### config.mk
export PLATFORM = sky130hd
export DESIGN_NAME = ctrl_sequencer
export DESIGN_NICKNAME = d
export VERILOG_FILES = /design/src/rtl/ctrl_sequencer.sv
export SDC_FILE = /design/constraint.sdc
export NUM_CORES = 1
export LEC_CHECK = 0
export BUFFER_PORTS_ARGS = -buffer_cell sky130_fd_sc_hd__buf_2
export CAP_MARGIN = 5
export CORE_ASPECT_RATIO = 1.5
export CORE_MARGIN = 2
export CORE_UTILIZATION = 46
export CTS_BUF_LIST = sky130_fd_sc_hd__clkbuf_4 sky130_fd_sc_hd__clkbuf_8
export CTS_CLUSTER_DIAMETER = 120
export DETAILED_ROUTE_END_ITERATION = 16
export PLACE_DENSITY_LB_ADDON = 0.08
export RECOVER_POWER = 25
export SLEW_MARGIN = 20
export SYNTH_ARGS = -nofsm -noshare
export SYNTH_HDL_FRONTEND = slang
export SYNTH_SLANG_ARGS = --single-unit
### constraint.sdc
create_clock -name clk -period 2.05 [get_ports clk]
set_clock_uncertainty 0.05 [all_clocks]
set_input_delay 0.3075 -clock clk [delete_from_list [all_inputs] [get_ports clk]]
set_output_delay 0.3075 -clock clk [all_outputs]
set_load 0.05 [all_outputs]
### src/rtl/ctrl_sequencer.sv
// ctrl_sequencer: microcoded control sequencer for the accumulator processor.
// Opcodes are decoded by class (IR[7:5]) plus a sub/register index (IR[3:0]).
// IR[4] must be zero for every defined opcode.
// The state register advances on the falling clock edge. The datapath samples
// the strobes on the rising edge.
// Optional feature macro: CTRL_ILLEGAL_TRAP_EN. When it is defined, undefined
// opcodes or indices enter a sticky TRAP state. When it is not defined, they
// behave as NOP.
module ctrl_sequencer #(
  parameter int IW      = 32,
  parameter int MEM_LAT = 1,
  parameter int NREG    = 7
) (
  input  logic          clk,
  input  logic          reset,
  input  logic          enable,
  input  logic          z,
  input  logic [IW-1:0] IR,
  input  logic          dram_rdy,
  output logic          dram_req,
  output logic          data_ram_we,
  output logic          inst_ram_we,
  output logic          pc_inc,
  output logic          finish,
  output logic          illegal,
  output logic [7:0]    alu_sel,
  output logic [7:0]    bus_sel,
  output logic [8:0]    reg_sel
);

  localparam logic [7:0] LP_ALU_ADD   = 8'd3;
  localparam logic [7:0] LP_ALU_SUB   = 8'd4;
  localparam logic [7:0] LP_ALU_LOAD  = 8'd8;
  localparam logic [7:0] LP_ALU_NOP   = 8'd9;
  localparam logic [7:0] LP_BUS_DRAM  = 8'd0;
  localparam logic [7:0] LP_BUS_IRAM  = 8'd1;
  localparam logic [7:0] LP_BUS_AC    = 8'd9;
  localparam logic [8:0] LP_LD_IR     = 9'h001;
  localparam logic [8:0] LP_LD_PC     = 9'h100;
  localparam logic [3:0] LP_NREG      = 4'(NREG);
  localparam logic [3:0] LP_LAT_LAST  = 4'(MEM_LAT - 1);

  typedef enum logic [3:0] {
    S_FETCH_RD, S_FETCH_LD, S_FETCH_INC, S_DECODE,
    S_EXEC, S_OPND_INC, S_OPND_RD, S_OPND_LD,
    S_MEM_REQ, S_MEM_LD, S_JMP_CHK, S_JMP_RD,
    S_JMP_LD, S_JMP_SETTLE, S_HALT, S_TRAP
  } state_t;

  state_t     r_state;
  state_t     w_state_next;
  state_t     w_dec_state;
  logic [3:0] r_cnt;
  logic [3:0] w_cnt_next;

  logic [2:0] w_cls;
  logic       w_b4;
  logic [3:0] w_sub;
  logic       w_dec_bad;
  logic       w_wait_done;
  logic       w_jmp_taken;
  logic [8:0] w_reg_onehot;
  logic [7:0] w_bus_reg;

  assign w_cls        = IR[7:5];
  assign w_b4         = IR[4];
  assign w_sub        = IR[3:0];
  assign w_wait_done  = (r_cnt == LP_LAT_LAST);
  // JMPZ is sub 0 and JMPNZ is sub 1. z matters only while the state is JMP_CHK.
  assign w_jmp_taken  = w_sub[0] ? ~z : z;
  // Register loads start at reg_sel bit 1. Register bus sources start at code 2.
  assign w_reg_onehot = 9'b0_0000_0010 << w_sub[2:0];
  assign w_bus_reg    = 8'd2 + {5'b0, w_sub[2:0]};
  assign inst_ram_we  = 1'b0;

  // IR bits above the opcode byte carry no control information.
  generate
    if (IW > 8) begin : g_ir_hi
      logic w_unused_ir_hi;
      assign w_unused_ir_hi = ^IR[IW-1:8];
    end
  endgenerate

  // Classify the opcode into the first post-decode state, or flag it as undefined.
  always_comb begin
    w_dec_state = S_FETCH_RD;
    w_dec_bad   = 1'b0;
    if (w_b4) begin
      w_dec_bad = 1'b1;
    end else begin
      case (w_cls)
        3'd0: begin
          if (w_sub == 4'd0)      w_dec_state = S_FETCH_RD;
          else if (w_sub == 4'd1) w_dec_state = S_HALT;
          else                    w_dec_bad   = 1'b1;
        end
        3'd1: begin
          if (w_sub == 4'd0)      w_dec_state = S_OPND_INC;
          else if (w_sub <= 4'd7) w_dec_state = S_EXEC;
          else                    w_dec_bad   = 1'b1;
        end
        3'd2, 3'd3, 3'd4, 3'd5: begin
          if (w_sub < LP_NREG)    w_dec_state = S_EXEC;
          else                    w_dec_bad   = 1'b1;
        end
        3'd6: begin
          if (w_sub <= 4'd1)      w_dec_state = S_MEM_REQ;
          else                    w_dec_bad   = 1'b1;
        end
        default: begin
          if (w_sub <= 4'd1)      w_dec_state = S_JMP_CHK;
          else                    w_dec_bad   = 1'b1;
        end
      endcase
    end
    if (w_dec_bad) begin
`ifdef CTRL_ILLEGAL_TRAP_EN
      w_dec_state = S_TRAP;
`else
      w_dec_state = S_FETCH_RD;
`endif
    end
  end

  // State register and wait-state counter. Both advance on the falling edge and reset asynchronously.
  always_ff @(negedge clk or posedge reset) begin
    if (reset) begin
      r_state <= S_FETCH_RD;
      r_cnt   <= 4'd0;
    end else begin
      r_state <= w_state_next;
      r_cnt   <= w_cnt_next;
    end
  end

  // Next-state logic. When enable is low, both the state and the counter hold.
  always_comb begin
    w_state_next = r_state;
    w_cnt_next   = r_cnt;
    if (enable) begin
      case (r_state)
        S_FETCH_RD, S_OPND_RD, S_JMP_RD: begin
          if (w_wait_done) begin
            w_cnt_next = 4'd0;
            case (r_state)
              S_FETCH_RD: w_state_next = S_FETCH_LD;
              S_OPND_RD:  w_state_next = S_OPND_LD;
              default:    w_state_next = S_JMP_LD;
            endcase
          end else begin
            w_cnt_next = r_cnt + 4'd1;
          end
        end
        S_FETCH_LD:   w_state_next = S_FETCH_INC;
        S_FETCH_INC:  w_state_next = S_DECODE;
        S_DECODE:     w_state_next = w_dec_state;
        S_EXEC:       w_state_next = S_FETCH_RD;
        S_OPND_INC:   w_state_next = S_OPND_RD;
        S_OPND_LD:    w_state_next = S_FETCH_RD;
        S_MEM_REQ: begin
          if (dram_rdy) w_state_next = w_sub[0] ? S_FETCH_RD : S_MEM_LD;
        end
        S_MEM_LD:     w_state_next = S_FETCH_RD;
        S_JMP_CHK:    w_state_next = w_jmp_taken ? S_JMP_RD : S_FETCH_RD;
        S_JMP_LD:     w_state_next = S_JMP_SETTLE;
        S_JMP_SETTLE: w_state_next = S_FETCH_RD;
        S_HALT:       w_state_next = S_HALT;
        S_TRAP:       w_state_next = S_TRAP;
        default:      w_state_next = S_FETCH_RD;
      endcase
    end
  end

  // Datapath strobes. dram_req survives a stall so that an open DRAM access stays requested.
  always_comb begin
    dram_req    = 1'b0;
    data_ram_we = 1'b0;
    pc_inc      = 1'b0;
    alu_sel     = LP_ALU_NOP;
    bus_sel     = LP_BUS_IRAM;
    reg_sel     = 9'h000;
    if (r_state == S_MEM_REQ) begin
      dram_req = 1'b1;
      if (enable) begin
        if (w_sub[0]) begin
          data_ram_we = 1'b1;
          bus_sel     = LP_BUS_AC;
        end else begin
          bus_sel     = LP_BUS_DRAM;
        end
      end
    end else if (enable) begin
      case (r_state)
        S_FETCH_LD:   reg_sel = LP_LD_IR;
        S_FETCH_INC,
        S_OPND_INC,
        S_JMP_CHK:    pc_inc  = 1'b1;
        S_OPND_LD:    alu_sel = LP_ALU_LOAD;
        S_MEM_LD: begin
          alu_sel = LP_ALU_LOAD;
          bus_sel = LP_BUS_DRAM;
        end
        S_JMP_LD:     reg_sel = LP_LD_PC;
        S_EXEC: begin
          case (w_cls)
            3'd1: alu_sel = {4'b0, w_sub};
            3'd2: begin
              bus_sel = LP_BUS_AC;
              reg_sel = w_reg_onehot;
            end
            3'd3: begin
              alu_sel = LP_ALU_LOAD;
              bus_sel = w_bus_reg;
            end
            3'd4: begin
              alu_sel = LP_ALU_ADD;
              bus_sel = w_bus_reg;
            end
            3'd5: begin
              alu_sel = LP_ALU_SUB;
              bus_sel = w_bus_reg;
            end
            default: ;
          endcase
        end
        default: ;
      endcase
    end
  end

  // finish and illegal are status flags. They reflect the terminal state even during a stall.
  assign finish = (r_state == S_HALT) || (r_state == S_TRAP);
`ifdef CTRL_ILLEGAL_TRAP_EN
  assign illegal = (r_state == S_TRAP);
`else
  assign illegal = 1'b0;
`endif

endmodule

### Yosys cells after proc, flatten, opt, wreduce, memory -nomap -nowiden

Index checks and enable logic that the tools add are counted.

| word-level totals | value |
|---|---|
| input bits | 37 |
| word-level logic and storage cells | 93 |
| bits in registers | 8 |
| output and inout bits | 31 |

| cells by class | value |
|---|---|
| reduce and logical (&&, ||, !) cells | 13 |
| add/sub/neg operators | 2 |
| bitwise logic cells | 1 |
| shifts and indexed selects | 1 |
| mux-type cells | 47 |
| magnitude comparators | 3 |
| equality and inequality tests | 24 |

Operators by type and width:

| kind | number |
|---|---|
| two-way mux 4 bit | 16 |
| case mux 4 bit (11 select lines) | 1 |
| equality test 4 bit, second input constant | 8 |
| case mux 4 bit (2 select lines) | 4 |
| case mux 4 bit (4 select lines) | 2 |
| two-way mux 9 bit | 3 |
| case mux 9 bit (3 select lines) | 1 |
| equality test 4 x 3 -> 1 bit, second input constant | 4 |
| two-way mux 1 bit | 15 |
| zero test 4 bit | 3 |
| equality test 3 bit, second input constant | 3 |
| two-way mux 3 bit | 3 |
| OR reduction 3 bit | 3 |
| << shifter 2 x 3 -> 9 bit, first input constant | 1 |
| equality test 4 x 1 -> 1 bit, second input constant | 2 |
| equality test 4 x 2 -> 1 bit, second input constant | 2 |
| two-way mux 8 bit | 1 |
| OR reduction 4 bit | 2 |
| equality test 3 x 2 -> 1 bit, second input constant | 2 |
| adder 2 x 3 -> 4 bit, first input constant | 1 |
| adder 4 x 1 -> 4 bit, second input constant | 1 |
| less-or-equal comparator 4 x 1 -> 1 bit, second input constant | 1 |
| less-or-equal comparator 4 x 3 -> 1 bit, second input constant | 1 |
| < comparator 4 x 3 -> 1 bit, second input constant | 1 |
| other kinds (9) | 10 |

### Longest topological paths before layout

Gate-level depths: netlist of run 1.

| depth | value |
|---|---|
| word-level depth | 7 |
| gate-level depth with buffers | 8 |
| gate-level depth less buffers | 7 |

==> results.sh, run 1 <==
export IMPL_insertion_delay_ns=0.26
export IMPL_rsz0062_at_grt="yes"
export IMPL_power_density_nw_per_um2=1174
export IMPL_final_cell_mix="buf_4, buf_6, nand2_1"
export IMPL_first_pass_iters=4
export IMPL_syn_to_final_growth_pct=100.9
export IMPL_ys_types=51
export IMPL_crit_fanout=6
export IMPL_multi_input_area_um2=1289
export IMPL_syn_area_per_cell_um2=7.140
export IMPL_critPathRequiredTime_ns=1.69
export IMPL_clock_sinks=8
export IMPL_design_area_um2=2496
export IMPL_grt_pass1_vias=1739
export IMPL_port_buffers=33
export IMPL_maxSlewHeadroom=0.5948
export IMPL_regArea_um2=200.2
export IMPL_ctsHoldBuffers=0
export IMPL_grt_usage=0.3726
export IMPL_final_setup_tns_ns=-21.29
export IMPL_status="complete, but fails checks"
export IMPL_nets=300
export IMPL_wl_per_cell_um=24.66
export IMPL_drive_above_1_share=0.6157
export IMPL_cp_arrival_ns=2.84
export IMPL_hold_slack_ns=0.4385
export IMPL_fill_cells=68
export IMPL_seq_area_frac_synth=0.1611
export IMPL_gp_congestion=0.9282
export IMPL_rows=23
export IMPL_numCtsBuffers=3
export IMPL_placedInstanceArea_um2=2003
export IMPL_violations="setup timing"
export IMPL_dp_slack_ns=-0.7979
export IMPL_leakage_nw=1.122
export IMPL_core_um2=2619
export IMPL_worstMarginPinSlew_ns=0.6078
export IMPL_drt_initial_drc_count=163
export IMPL_path_class="register to output pin"
export IMPL_final_setup_viol_count=28
export IMPL_critPathLaunchType="register"
export IMPL_antenna_left=0
export IMPL_synth_warnings=0
export IMPL_ioPinCount=68
export IMPL_cts_max_path_buffers=2
export IMPL_clk_pin_slew_ns=0.04
export IMPL_antenna_cells=0
export IMPL_max_cap_viol_count=0
export IMPL_synth_edf_count=0
export IMPL_vdd_drop_max_mv=0.7483
export IMPL_final_common_cell="buf_4"
export IMPL_grt_overflow=0
export IMPL_grt_pass1_wl_mm=8.438
export IMPL_cts_tree="done"
export IMPL_hold_class="register to register"
export IMPL_finalWirelength_mm=7.202
export IMPL_die_h_um=67.65
export IMPL_grt_max_degree=11
export IMPL_start_util=0.4744
export IMPL_ys_flop_type="dfrtn_1"
export IMPL_via_count=1888
export IMPL_htreeDepth=1
export IMPL_end_kind="output pin"
export IMPL_synth_area_um2=1242
export IMPL_die_area_um2=3141
export IMPL_antenna_found_initial=0
export IMPL_finalMaxSlewViolations=0
export IMPL_clk_root_buffer_cell="clkbuf_8"
export IMPL_async_flop_share=1.000
export IMPL_hpwl_mm=3.554
export IMPL_finalWorstSetupSlack_ns=-1.149
export IMPL_finalCoreUtilization=0.9532
export IMPL_die_w_um=46.44
export IMPL_synth_cells=174
export IMPL_drc_errors=0
export IMPL_hold_viol_final=0
export IMPL_ys_seq_elements=8
export IMPL_vias_per_cell=6.466
==> kinds of logic after synthesis <==
| logic type | Yosys count | share of synthesized area |
|---|---|---|
| xor gates and xnor gates | 3 | 0.02115 |
| muxes | 2 | 0.02114 |
| and+or+nand+nor | 74 | 0.3172 |
| other | 1 | 0.003018 |
| adders and majority gates | 6 | 0.06042 |
| AOI/OAI and AO/OA | 45 | 0.2679 |
| DFF | 8 | 0.1611 |
| buffers and inverters | 35 | 0.1480 |
==> timing repair <==
action / CTS / global route
endpoints found under the setup margin: 26 / 26
pin swaps: 17 / 6
gates resized for setup: 79 / 24
hold endpoints to repair: 0 / 0
buffers inserted: 4 / 5
==> routing by layer <==
layer / share of wire / global-route usage / up-vias
met2: 0.52 / 0.7101 / 146
met5: 0 / 0 / -
met4: 0.092 / 0.1929 / 0
met1: 0.31 / 0.3500 / 912
met3: 0.077 / 0.07487 / 66
li1: - / - / 764
==> power by group <==
group	switching (mW)	internal [mW]	total (mW)	leakage, nW
clock	0.0863	0.129	0.216	0.0216
combinational	1.32	1.05	2.36	1.00
sequential	0.112	0.241	0.353	0.0998
total	1.51	1.42	2.93	1.12
==> critical path, stage by stage (launching register included) <==
cell and delay (ns):
dfrtn_1 0.59, buf_4 0.18, nor2_1 0.06, a31oi_1 0.34, o32ai_2 0.14, nand2_2 0.08, buf_6 0.15
==> area by class of cell <==
type / count / area share
Tap cell: 37 / 0.01855
Multi-Input combinational cell: 140 / 0.5163
Inverter: 11 / 0.02155
Timing Repair Buffer: 93 / 0.3469
Sequential cell: 8 / 0.08020
Clock buffer: 3 / 0.01654
==> cells in the mapped netlist (all sizes together) (2+ instances only) <==
cell type	n	share of area
nor3b	4	0.024
dfrtn	8	0.16
ha	6	0.060
nand4	2	0.010
nor2	16	0.048
nor2b	5	0.031
xnor2	2	0.014
buf	16	0.091
a31oi	4	0.020
nand2b	5	0.031
o41ai	2	0.020
nor4	5	0.025
nand2	17	0.051
and3	2	0.010
nand3	2	0.0081
o21ai	8	0.032
o21a	2	0.012
and2	3	0.015
nor3	10	0.040
o22ai	2	0.010
inv	11	0.033
a21oi	11	0.044
o311ai	3	0.021
o32a	2	0.026
mux2	2	0.021
clkbuf	8	0.024
==> per-stage QoR <==
stage	total power [mW]	std cells
global route	3.020	292
finish	2.932	292
CTS	2.503	289
detailed placement	2.028	282
floorplan	1.548	183
global placement	1.958	282
==> sequential cells by signal (all words and copies together) (netlist names) <==
signal,flops
r_state,4
r_cnt,4
==> worst paths after layout <==
kind                            cells after the start        from    endpoint  slack, ns
worst max-delay path                                6  r_state[0]  alu_sel[0]      -1.15
worst min-delay path                                1    r_cnt[3]    r_cnt[3]       0.44
worst max register to register                      7  r_state[2]  r_state[1]      -0.15
worst min register to register                      1    r_cnt[3]    r_cnt[3]       0.44
max in group asynchronous                           2       reset    r_cnt[3]       0.80
min in group asynchronous                           2       reset  r_state[1]       0.86
No activity file was read; power rests on OpenSTA's default activity.
==> run 2: changes to the inputs <==
--- a/config.mk
+++ b/config.mk
@@ -15,6 +15,7 @@
 export DETAILED_ROUTE_END_ITERATION = 16
 export PLACE_DENSITY_LB_ADDON = 0.08
 export RECOVER_POWER = 25
+export SKIP_CTS_REPAIR_TIMING = 1
 export SLEW_MARGIN = 20
 export SYNTH_ARGS = -nofsm -noshare
 export SYNTH_HDL_FRONTEND = slang
==> run 2 against run 1 <==
The flow still finishes with violations (setup timing); register-to-register slack improved by 0.11 ns; via count fell by 8.2%; global-route usage fell by 9.5 points; first-iteration DRC count fell by 23%; sequential cell count did not move; final area fell by 3.4%; routed wire length fell by 19%.
==> results.sh, run 2 (same netlist as run 1, synthesis figures left out) <==
export IMPL_via_count=1733
export IMPL_antenna_cells=0
export IMPL_timing_critical_path_slowest_stage_cell="dfrtn_1"
export IMPL_grt_overflow=0
export IMPL_drt_initial_drc_count=125
export IMPL_gp_congestion=0.9282
export IMPL_hold_class="register to register"
export IMPL_ioPinCount=68
export IMPL_design_area_um2=2412
export IMPL_clock_sinks=8
export IMPL_drc_errors=0
export IMPL_worstMarginPinSlew_ns=0.5401
export IMPL_r2r_end="r_state[1]"
export IMPL_cts_tree="done"
export IMPL_fill_cells=100
export IMPL_regArea_um2=200.2
export IMPL_r2r_worst_path_cells=10
export IMPL_critPathLaunchType="register"
export IMPL_antenna_found_initial=0
export IMPL_reg_largest_list="r_cnt (4), r_state (4)"
export IMPL_placedInstanceArea_um2=2003
export IMPL_grt_usage=0.2780
export IMPL_violations="setup timing"
export IMPL_critical_path_endpoint="bus_sel[0]"
export IMPL_rows=23
export IMPL_end_kind="output pin"
export IMPL_finalMaxSlewViolations=0
export IMPL_finalWorstSetupSlack_ns=-0.9883
export IMPL_internal_power_mw=1.372
export IMPL_cp_arrival_ns=2.68
export IMPL_clk_root_buffer_cell="clkbuf_8"
export IMPL_r2r_start="r_state[3]"
export IMPL_final_setup_viol_count=26
export IMPL_max_cap_viol_count=0
export IMPL_multi_input_area_um2=1234
export IMPL_leakage_nw=1.093
export IMPL_maxSlewHeadroom=0.6400
export IMPL_die_h_um=67.65
export IMPL_critPathRequiredTime_ns=1.69
export IMPL_vdd_drop_max_mv=0.6165
export IMPL_cts_max_path_buffers=2
export IMPL_final_common_cell="buf_4"
export IMPL_core_um2=2619
export IMPL_crit_fanout=6
export IMPL_clkPwrFrac=0.076
export IMPL_vias_per_cell=5.935
export IMPL_hold_viol_final=0
export IMPL_port_buffers=33
export IMPL_die_w_um=46.44
export IMPL_antenna_left=0
export IMPL_final_instance_count_excl_fill=292
export IMPL_hpwl_mm=3.554
export IMPL_clk_pin_slew_ns=0.04
export IMPL_nets=300
export IMPL_swShare=0.4978
export IMPL_crit_chain="buf_4, nand2b_1, o41ai_2, nand4_1, buf_6"
export IMPL_reg2reg_slack_ns=-0.04
export IMPL_path_class="register to output pin"
export IMPL_first_pass_iters=4
export IMPL_startpoint="r_state[0]"
export IMPL_insertion_delay_ns=0.26
export IMPL_grt_pass1_vias=1539
export IMPL_start_util=0.4744
export IMPL_grt_max_degree=12
export IMPL_htreeDepth=1
export IMPL_pwr_share_comb=0.799
export IMPL_seq_power_share=0.126
export IMPL_grt_pass1_wl_mm=6.499
export IMPL_syn_to_final_growth_pct=94.16
export IMPL_wl_per_cell_um=19.92
export IMPL_status="complete, but fails checks"
export IMPL_slowest_delay_ns=0.44
export IMPL_final_cell_mix="buf_4, buf_6, nand2_1"
export IMPL_rsz0062_at_grt="yes"
export IMPL_numCtsBuffers=3
export IMPL_finalWirelength_mm=5.816
export IMPL_power_density_nw_per_um2=1132
export IMPL_die_area_um2=3141
export IMPL_power_switching_mw=1.359
export IMPL_dp_cells=282
export IMPL_drive_above_1_share=0.5922
-- run 2: layout make-up --
type                       count  share of cell area
inverter                      11             0.02230
tap                           37             0.01919
multi-input combinational    140              0.5114
clock buffer                   3             0.01712
sequential                     8             0.08299
timing repair buffer          93              0.3470
-- run 2: layer usage --
metal / global-route usage / wire (um) / vias to the layer above / part of all wire
li1: - / - / 762 / -
met1: 0.2811 / 1859 / 827 / 0.32
met2: 0.5399 / 3270 / 108 / 0.56
met3: 0.03209 / 304 / 36 / 0.052
met4: 0.1107 / 382 / 0 / 0.066
met5: 0 / 0 / - / 0
-- run 2: worst max-delay path, delay by kind of cell, from the launching register on --
kind	cells	cell delay, ns
flops	1	0.44
buf+inv	2	0.38
simple gates	2	0.35
compound gates	1	0.23
-- run 2: power by group through the flow --
stage               Combinational [mW]  Clock [mW]  Sequential, mW
global placement                  1.65           0           0.305
CTS                               1.72       0.198           0.315
floorplan                         1.25           0           0.301
detailed placement                1.71           0           0.316
global route                      2.28       0.209           0.345
finish                            2.18       0.206           0.343
-- run 2: stage by stage --
step           TNS [ns]    util  total power, mW  setup WS (ns)  hold slack (ns)
3_3_place_gp     -15.67  0.7649            1.958        -0.7188           0.3837
4_1_cts          -21.26  0.7807            2.234         -1.070           0.4319
3_5_place_dp     -17.35  0.7649            2.028        -0.7979           0.4251
6_report         -19.37  0.9212            2.731        -0.9883           0.4751
5_1_grt          -20.46  0.9212            2.833         -1.035           0.4458
2_1_floorplan    -17.73       -            1.548         -1.094           0.3654
-- run 2: worst min path at each step --
stage,start,endpoint,slack [ns],cells after the start
floorplan,r_cnt[3],r_cnt[3],0.37,1
CTS,r_cnt[3],r_cnt[3],0.43,1
detailed placement,r_cnt[3],r_cnt[3],0.43,1
finish,r_cnt[3],r_cnt[3],0.48,1
global placement,r_cnt[3],r_cnt[3],0.38,1
global route,r_cnt[3],r_cnt[3],0.45,1
==> run 3: changes to the inputs <==
--- a/config.mk
+++ b/config.mk
@@ -9,8 +9,8 @@
 export CAP_MARGIN = 5
 export CORE_ASPECT_RATIO = 1.5
 export CORE_MARGIN = 2
-export CORE_UTILIZATION = 46
-export CTS_BUF_LIST = sky130_fd_sc_hd__clkbuf_4 sky130_fd_sc_hd__clkbuf_8
+export CORE_UTILIZATION = 42
+export CTS_BUF_LIST = sky130_fd_sc_hd__clkbuf_8
 export CTS_CLUSTER_DIAMETER = 120
 export DETAILED_ROUTE_END_ITERATION = 16
 export PLACE_DENSITY_LB_ADDON = 0.08
==> constraint.sdc (replaced) <==
create_clock -name clk -period 2.5 [get_ports clk]
set_clock_uncertainty 0.05 [all_clocks]
set_input_delay 0.375 -clock clk [delete_from_list [all_inputs] [get_ports clk]]
set_output_delay 0.375 -clock clk [all_outputs]
set_load 0.05 [all_outputs]
==> run 3 against run 2 <==
The flow still finishes with violations (setup timing); combinational power shrank 24%; worst hold slack got worse by 0.068 ns; non-clock buffer count shrank 5; global-route usage down 4.3 points; worst setup slack improved by 0.19 ns; utilization down 7.9 points; cell count shrank 1.0%; critical path depth did not move; sequential share of layout area about the same.
==> results.sh, run 3 (same netlist as run 1, synthesis figures left out) <==
export IMPL_vdd_drop_max_mv=0.4624
export IMPL_hold_path_end="r_cnt[3]"
export IMPL_die_w_um=48.41
export IMPL_critPathLaunchType="register"
export IMPL_clk_root_buffer_cell="clkbuf_8"
export IMPL_status="complete, but fails checks"
export IMPL_slowest_delay_ns=0.40
export IMPL_clkPwrFrac=0.076
export IMPL_crit_cells=5
export IMPL_grt_max_degree=11
export IMPL_hold_class="register to register"
export IMPL_htreeDepth=1
export IMPL_antenna_cells=0
export IMPL_reg_largest_list="r_cnt (4), r_state (4)"
export IMPL_dp_cells=281
export IMPL_clock_sinks=8
export IMPL_critPathRequiredTime_ns=2.08
export IMPL_crit_chain="nor2b_4, nand3_4, buf_6, or3_4, buf_6"
export IMPL_gp_congestion=0.9055
export IMPL_insertion_delay_ns=0.25
export IMPL_maxSlewHeadroom=0.6145
export IMPL_cts_tree="done"
export IMPL_path_class="register to output pin"
export IMPL_finalMaxSlewViolations=0
export IMPL_final_common_cell="buf_4"
export IMPL_r2r_start="r_state[3]"
export IMPL_final_setup_tns_ns=-14.55
export IMPL_grt_pass1_wl_mm=6.389
export IMPL_numCtsBuffers=3
export IMPL_cts_max_path_buffers=2
export IMPL_grt_pass1_vias=1458
export IMPL_finalWorstSetupSlack_ns=-0.8018
export IMPL_cp_arrival_ns=2.88
export IMPL_drc_errors=0
export IMPL_max_cap_viol_count=0
export IMPL_reg2reg_slack_ns=0.51
export IMPL_start_util=0.4355
export IMPL_port_buffers=33
export IMPL_die_h_um=70.61
export IMPL_power_switching_mw=1.034
export IMPL_nets=295
export IMPL_final_setup_viol_count=24
export IMPL_die_area_um2=3418
export IMPL_grt_overflow=0
export IMPL_worstMarginPinSlew_ns=0.5770
export IMPL_clk_pin_slew_ns=0.03
export IMPL_antenna_found_initial=0
export IMPL_swShare=0.4988
export IMPL_final_cell_mix="buf_4, buf_6, nand2_1"
export IMPL_pwr_share_comb=0.794
export IMPL_ioPinCount=68
export IMPL_core_um2=2853
export IMPL_min_path_cells=1
export IMPL_min_from="r_cnt[3]"
export IMPL_finalWirelength_mm=4.884
export IMPL_cp_common_cell="buf_6"
export IMPL_vias_per_cell=5.529
export IMPL_rsz0062_at_grt="yes"
export IMPL_r2r_end="r_cnt[2]"
export IMPL_power_density_nw_per_um2=863.4
export IMPL_antenna_left=0
export IMPL_seq_power_share=0.129
export IMPL_rows=24
export IMPL_first_pass_iters=4
export IMPL_drt_initial_drc_count=37
export IMPL_syn_to_final_growth_pct=93.25
export IMPL_violations="setup timing"
export IMPL_hold_viol_final=0
export IMPL_leakage_nw=1.071
export IMPL_crit_fanout=5
export IMPL_hpwl_mm=3.312
export IMPL_r2r_worst_path_cells=8
export IMPL_timing_critical_path_slowest_stage_cell="dfrtn_1"
export IMPL_drive_above_1_share=0.6080
export IMPL_finalPower_mw=2.073
export IMPL_critPathBufInv=2
export IMPL_grt_usage=0.2353
export IMPL_via_count=1598
export IMPL_final_instance_count_excl_fill=289
export IMPL_internal_power_mw=1.039
export IMPL_end_kind="output pin"
export IMPL_wl_per_cell_um=16.90
export IMPL_cp_top_family="simple AND/OR/NAND/NOR gates"
[run 3: area by class of cell]
cell class	count	area, um2
Inverter	11	53.80
Clock buffer	3	41.29
Multi-Input combinational cell	140	1301
Sequential cell	8	200.2
Tap cell	39	48.80
Timing Repair Buffer	88	755.7
Fill cell	173	451.7
[run 3: worst max-delay path by stage]
| stage | from | slack (ns) | to |
|---|---|---|---|
| floorplan | r_state[1] | -0.94 | bus_sel[3] |
| detailed placement | r_state[2] | -0.60 | alu_sel[3] |
| global route | r_state[2] | -0.85 | alu_sel[3] |
| global placement | r_state[0] | -0.60 | alu_sel[3] |
| finish | r_state[2] | -0.80 | alu_sel[3] |
| CTS | r_state[2] | -0.86 | alu_sel[3] |
[run 3: worst reg2reg max path, cell delays in order (launching register included)]
cell	delay, ns
dfrtn_1	0.50
buf_6	0.15
buf_4	0.12
nand2_2	0.08
buf_4	0.16
o32a_4	0.24
nor2b_4	0.15
nand2_1	0.09
mux2_4	0.30
[run 3: metrics by stage]
stage | util | hold WS [ns] | area (um2) | setup WS (ns)
4_1_cts | 0.7083 | 0.4119 | 2021 | -0.8615
3_5_place_dp | 0.6939 | 0.4047 | 1979 | -0.5958
5_1_grt | 0.8417 | 0.4320 | 2401 | -0.8496
3_3_place_gp | 0.6939 | 0.3972 | 1979 | -0.5969
2_1_floorplan | - | 0.3654 | 1644 | -0.9365
6_report | 0.8417 | 0.4074 | 2401 | -0.8018
[run 3: power by group through the flow]
stage	logic, mW	registers, mW	clock network (mW)
finish	1.65	0.268	0.159
global route	1.74	0.275	0.167
CTS	1.37	0.255	0.154
detailed placement	1.37	0.256	0
global placement	1.34	0.255	0
floorplan	1.01	0.246	0
[run 3: layer usage]
layer	wire, um	GRT usage	up-vias
met3	155	0.02110	13
met4	137	0.06984	0
met2	3011	0.4954	47
li1	-	-	758
met5	0	0	-
met1	1580	0.2361	780
